--- config.mk ---
export PLATFORM = sky130hd
export DESIGN_NAME = seq_detect_1011
export DESIGN_NICKNAME = d
export VERILOG_FILES = /design/src/rtl/seq_pkg.sv /design/src/rtl/sat_counter.sv /design/src/rtl/seq_detect_1011.sv
export SDC_FILE = /design/constraint.sdc
export NUM_CORES = 1
export LEC_CHECK = 0
export ABC_AREA = 0
export BUFFER_PORTS_ARGS = -buffer_cell sky130_fd_sc_hd__buf_2
export CORE_UTILIZATION = 44
export DETAILED_ROUTE_END_ITERATION = 6
export PLACE_DENSITY = 0.76
export SLEW_MARGIN = 40
export SYNTH_ARGS = -nofsm -noshare
export SYNTH_HDL_FRONTEND = slang
export SYNTH_HIERARCHICAL = 1
export SYNTH_SLANG_ARGS = --single-unit
--- constraint.sdc ---
create_clock -name clk -period 1.38 [get_ports clk]
set_input_delay 0.138 -clock clk [delete_from_list [all_inputs] [get_ports clk]]
set_output_delay 0.138 -clock clk [all_outputs]
set_load 0.01 [all_outputs]
--- src/rtl/seq_pkg.sv ---
// Shared definitions for the 1011 serial pattern detector: state encoding,
// state width and default counter width.
package seq_pkg;

   localparam int STATE_W = 3;
   localparam int CNT_W_DEFAULT = 8;

   // Each state is named after how much of "1011" has been seen so far.
   // Encodings 101..111 are not listed here; the FSM sends them to S0.
   typedef enum logic [STATE_W-1:0] {
      S0 = 3'b000,
      S1 = 3'b001,
      S2 = 3'b010,
      S3 = 3'b011,
      S4 = 3'b100
   } state_t;

endpackage

--- src/rtl/sat_counter.sv ---
// Saturating up-counter with synchronous active-low reset and synchronous clear.
// Once it reaches all-ones it stays there until reset or clear.
module sat_counter #(
   parameter int WIDTH = 8
) (
   input  logic             clk,
   input  logic             rst_n,
   input  logic             clr,
   input  logic             inc,
   output logic [WIDTH-1:0] cnt
);

   // Reset beats clear, clear beats increment; hold at all-ones instead of wrapping.
   always_ff @(posedge clk) begin
      if (!rst_n) begin
         cnt <= '0;
      end else if (clr) begin
         cnt <= '0;
      end else if (inc && (cnt != {WIDTH{1'b1}})) begin
         cnt <= cnt + WIDTH'(1);
      end
   end

endmodule

--- src/rtl/seq_detect_1011.sv ---
// Moore FSM that detects 1011 in a registered serial bit stream, producing a
// one-cycle registered pulse per hit and a saturating tally of hits.
// OVERLAP selects whether the trailing bits of a hit may start the next match.
module seq_detect_1011
   import seq_pkg::*;
#(
   parameter int CNT_W   = CNT_W_DEFAULT,
   parameter bit OVERLAP = 1'b1
) (
   input  logic               clk,
   input  logic               rst_n,
   input  logic               d,
   input  logic               en,
   input  logic               clr,
   output logic               q_det,
   output logic [CNT_W-1:0]   det_cnt,
   output logic [STATE_W-1:0] state
);

   state_t cur_state;
   state_t nxt_state;
   logic   hit;

   // Next-state logic; with en low the state holds, and illegal codes fall back to S0.
   always_comb begin
      nxt_state = cur_state;
      unique case (cur_state)
         S0: if (en) nxt_state = d ? S1 : S0;
         S1: if (en) nxt_state = d ? S1 : S2;
         S2: if (en) nxt_state = d ? S3 : S0;
         S3: if (en) nxt_state = d ? S4 : S2;
         S4: begin
            if (en) begin
               if (d) begin
                  nxt_state = S1;
               end else begin
                  nxt_state = OVERLAP ? S2 : S0;
               end
            end
         end
         default: nxt_state = S0;
      endcase
   end

   // A hit is an enabled edge that lands in S4.
   assign hit = en && (nxt_state == S4);

   // State register: reset first, then clear, then normal advance.
   always_ff @(posedge clk) begin
      if (!rst_n) begin
         cur_state <= S0;
      end else if (clr) begin
         cur_state <= S0;
      end else begin
         cur_state <= nxt_state;
      end
   end

   // Detection pulse register; a hit coinciding with clear is dropped.
   always_ff @(posedge clk) begin
      if (!rst_n) begin
         q_det <= 1'b0;
      end else if (clr) begin
         q_det <= 1'b0;
      end else begin
         q_det <= hit;
      end
   end

   sat_counter #(
      .WIDTH (CNT_W)
   ) u_sat_counter (
      .clk   (clk),
      .rst_n (rst_n),
      .clr   (clr),
      .inc   (hit),
      .cnt   (det_cnt)
   );

   assign state = cur_state;

endmodule

# --- Word level (Yosys, flattened, before mapping) ---
# Index checks and enable logic that the tools add are counted.
word_totals:
  register_bits: 12
  in_bits: 5
  output_inout_bits: 12
classes:
  add_sub_neg: 1
  n_eq_ne: 6
  n_mux: 9
  bitwise: 1
  reduce_logical: 5
ops:
  columns: ["operator", "count"]
  rows:
  - ["two-way mux 3 bit", 5]
  - ["one-hot mux 3 bit (4 select lines)", 1]
  - ["adder 8 x 1 -> 8 bit, second input constant", 1]
  - ["!= test 8 bit, second input constant", 1]
  - ["equality test 3 x 2 -> 1 bit, second input constant", 2]
  - ["equality test 3 bit, second input constant", 2]
  - ["two-way mux 2 bit", 2]
  - ["OR reduction 2 bit", 2]
  - ["equality test 3 x 1 -> 1 bit, second input constant", 1]
  - ["zero test 3 bit", 1]
  - ["logical AND 1 bit", 2]
  - ["two-way mux 1 bit", 1]
  - ["NOT 1 bit", 1]

# --- Logic depth before layout (Yosys ltp) ---
depth:
  ltp_word: 6
  depth_mapped: 6
  depth_no_buf: 6

# --- Cells and area by module ---
# The synthesis kept the hierarchy.
by_module_without_submodules:
  columns: ["module", "instances", "cells_each", "area_each_um2", "seq_area_each_um2"]
  rows:
  - ["sat_counter", 1, 46, 421.7, 160.2]
  - ["seq_detect_1011", 1, 24, 202.7, 80.1]

# --- Worst setup path after synthesis ---
# Ideal clock, no wire load.
synth_timing:
  kind: "register -> register"
  start: "reg cur_state[2] (netlist: state[2])"
  end: "reg u_sat_counter.cnt[6]"
  setup_ns: 0.078
  arrival_ns: 1.395
  t_required_ns: 1.302
  path_slack_ns: -0.092
  stages_incl_launch_ff: 7
  path_buffers: 0
  path_cell_list: "dfxtp_1 > and2b_2 > nand4_1 > inv_1 > and4_1 > and4_1 > nor3_1"
synth_between:
  elab_chain_len: 6
  word_cells_on_any_way: 14
  classes_between: "eq/ne: 5; mux: 5; reduce/logical: 4"
synth_rtl:
  columns: ["element", "line", "source"]
  rows:
  - ["start, declared", "seq_detect_1011.sv:20", "state_t cur_state;"]
  - ["start signal, assigned", "seq_detect_1011.sv:55", "cur_state <= nxt_state;"]
  - ["equality test 3 bit / equality test 3 x 1 -> 1 bit (equally long branches)", "seq_detect_1011.sv:27", "unique case (cur_state)"]
  - ["OR reduction 2 bit (no line)", null, null]
  - ["one-hot mux 3 bit (4 select lines) *", "seq_detect_1011.sv:27", null]
  - ["equality test 3 bit *", "seq_detect_1011.sv:46", "assign hit = en && (nxt_state == S4);"]
  - ["logical AND 1 bit *", "seq_detect_1011.sv:46", null]
  - ["named net hit", "seq_detect_1011.sv:22", "logic hit;"]
  - ["logical AND 1 bit *", "sat_counter.sv:19", "end else if (inc && (cnt != {WIDTH{1'b1}})) begin"]
  - ["end signal, assigned", "sat_counter.sv:20", "cnt <= cnt + WIDTH'(1);"]
  - ["end, declared", "sat_counter.sv:10", "output logic [WIDTH-1:0] cnt"]
# The timed path passes the listed nets; every way through them passes the cells marked *.
# A chain may end at the register's enable or synchronous reset.

# --- Worst setup path in the final report ---
layout_timing:
  start: "reg cur_state[2] (netlist: state[2])"
  end: "reg u_sat_counter.cnt[5]"
# Same word-level chain as after synthesis.

==> impl_metrics.tcl <==
set metrics [dict create \
    grt_pass1_vias 487 \
    power.density_mw_per_mm2 746 \
    leakagePower_nw 0.348 \
    io_pins 17 \
    cts_tree "yes" \
    cts_buffers 3 \
    die_area_sq_mm 0.00157 \
    initial_utilization_pct 47.4 \
    ir_drop_mv 0.368 \
    grt_pass1_wl_um 2010 \
    syn_avg_cell_area_sq_um 8.92 \
    gr-total-overflow 0 \
    hold_end "state[0]$_SDFF_PP0_" \
    cts_max_level 1 \
    skew_ns 0.00304 \
    drc 0 \
    synthXorXnorAreaFrac_pct 0 \
    clkTransAtPathRegs_ns 0.07 \
    fin_area_sq_um 800 \
    power_uw 596 \
    core_area_sq_mm 0.00132 \
    timing.fmax_mhz 731 \
    clkSinkCount 12 \
    place.gp.congestion 0.874 \
    port_buffers 16 \
    die_h_um 39.7 \
    clkLatencyLatePin_ns 0.27 \
    drt-total-wl_um 1320 \
    drive_gt1_share_pct 37.9 \
    drt-pass1-iter-count 2 \
    r2r-start "state[2]$_SDFF_PP0_" \
    synthSimpleGateAreaFrac_pct 33.9 \
    dp_hpwl_um 950 \
    syn_inst 70 \
    drt-initial-drc-count 7 \
    yosysWarnings 6 \
    crit_slowest_cell "dfxtp_2" \
    period_minus_slack_ns 1.37 \
    synth_edf_count 0 \
    hold_buffers 0 \
    synth_top_family_by_area "simple AND/OR/NAND/NOR gates" \
    synth_top_cell_area_share_pct 38.5 \
    synth_flop_cell "dfxtp_1" \
    status "finished clean" \
    antenna_found_initial 0 \
    antenna_left 0 \
    ys_seq_area_share_pct 38.5 \
    hp-class "primary input to flop" \
    critPathLaunchType "flop" \
    rrSetupSlack_ns 0.01 \
    synth_mux_area_share_pct 4.81 \
    async_reset_ff_share_pct 0 \
    fin_util_pct 60.7 \
    cp_cell_sequence "and2b_2 -> nand4_1 -> inv_2 -> nand4_1 -> a211oi_2 -> mux2i_1" \
    area_delta_synth_final_pct 28.1 \
    synthAdderAreaFrac_pct 2.00 \
    n_antenna_cell 0 \
    yosysUniqueCellTypes 26 \
    dpl-instance-area_sq_um 763 \
    crit_type "flop to flop" \
    clockBufferDepth 2 \
    cp_max_fo 6 \
    worst_path_most_repeated_cell "nand4_1" \
    drv_cap 0 \
    required_ns 1.58 \
    hold_depth 3 \
    via_per_inst 5.47 \
    slew_headroom_pct 75.2 \
    synth_area_leader_cell "dfxtp_1" \
    grt_max_degree 10 \
    cp-end-kind "flop" \
    synthMostInstantiatedCell "dfxtp_1" \
    hold_violations 0 \
    synth-compound-area-share_pct 19.6 \
    cp.arrival_ns 1.57 \
    period_share_pct 99.2 \
    ys_ff_latch 12 \
    final_nets 103 \
    synth_area_sq_um 624 \
    r2r_end "u_sat_counter/cnt[5]$_SDFFE_PP0P_" \
    slew_viol_final 0 \
    rows 13 \
    r2r_cells 6 \
    grt.total_usage_pct 19.8 \
    critPathMaxStageDelay_ns 0.31 \
    via_count 602 \
    tightest_slew_ns 0.372 \
    synthTopCellsByCount "dfxtp_1 (12), a21oi_1 (8), nand2b_1 (6)" \
    fp.dieW_um 39.7 \
    synthesis.nets 76 \
    setup_violations 0 \
    hold_start "d" \
    rsz0062_at_grt "true" \
    drt-wirelength-per-cell_um 12.0 \
    ys_top_cells_by_area "dfxtp_1 (38%), a21oi_1 (6.4%), nand2b_1 (6.0%)" \
    cts_root_buf "clkbuf_4" \
]
## state kept, by name (all words and copies together) (netlist names)
name,flops
q_det,1
state,3
u_sat_counter/cnt,8
## worst max-delay path, delay by kind of cell, from the launching register on
| family | cells | cell delay, ns |
|---|---|---|
| compound gates | 1 | 0.20 |
| simple gates | 3 | 0.47 |
| flops | 1 | 0.31 |
| mux | 1 | 0.20 |
| buf+inv | 1 | 0.12 |
## cell type report
class,count,area [sq um]
fillers,126,518
multi-input cells,56,383
flip-flops and latches,12,243
repair buffers,22,125
clock buffers,3,22.5
well taps,15,18.8
inverters,2,7.51
## worst max path at each step
stage / startpoint / endpoint / slack [ns] / cells after the start
finish: state[2]$_SDFF_PP0_ / u_sat_counter/cnt[5]$_SDFFE_PP0P_ / 0.01 / 6
global route: state[2]$_SDFF_PP0_ / u_sat_counter/cnt[5]$_SDFFE_PP0P_ / -0.08 / 6
CTS: state[2]$_SDFF_PP0_ / u_sat_counter/cnt[5]$_SDFFE_PP0P_ / 0.009 / 6
detailed placement: state[2]$_SDFF_PP0_ / u_sat_counter/cnt[7]$_SDFFE_PP0P_ / -0.04 / 6
global placement: state[2]$_SDFF_PP0_ / u_sat_counter/cnt[7]$_SDFFE_PP0P_ / -0.007 / 6
floorplan: state[2]$_SDFF_PP0_ / u_sat_counter/cnt[6]$_SDFFE_PP0P_ / -0.01 / 6
## routing by layer
layer | global-route usage [%] | vias to the layer above | routed length (um)
li1 | - | 311 | -
met1 | 24.6 | 278 | 645
met2 | 29.5 | 13 | 617
met3 | 10.2 | 0 | 61
met4 | 5.17 | 0 | 0
met5 | 0 | - | 0
## cell usage in the layout, fill, tap and decap left out, types with 5 or more instances in the layout
cell / instances
a21oi_1: 7
buf_2: 16
buf_4: 6
dfxtp_1: 10
nand2_1: 5
nand2b_1: 6
## kinds of logic (layout without fill, tap and decap cells)
logic type,Yosys count,count (layout)
buf+inv,2,27
mux,3,3
fa+ha+maj,1,1
simple gates,33,33
compound gates,19,19
flops,12,12
## per-stage QoR
stage	hold WS [ns]	std cells	worst slack, ns	TNS (ns)
6_report	0.192	110	0.0113	0
5_1_grt	0.206	110	-0.0805	-0.223
4_1_cts	0.168	110	0.00892	0
3_5_place_dp	0.457	106	-0.0354	-0.0416
3_3_place_gp	0.456	106	-0.00651	-0.00651
2_1_floorplan	0.300	70	-0.0134	-0.0215
## report_power, final
part           switching [mW]  internal [mW]  total (mW)
clock network           0.102          0.101       0.203
registers             0.00112          0.348       0.349
logic                  0.0227         0.0209      0.0436
total                   0.126          0.470       0.596
## timing repair
item | 4_1_cts | 5_1_grt
setup buffers | 1 | 0
pin swaps | 3 | 1
endpoints found under the setup margin | 3 | 4
resized for setup | 1 | 1
No activity file was read; power rests on OpenSTA's default activity.
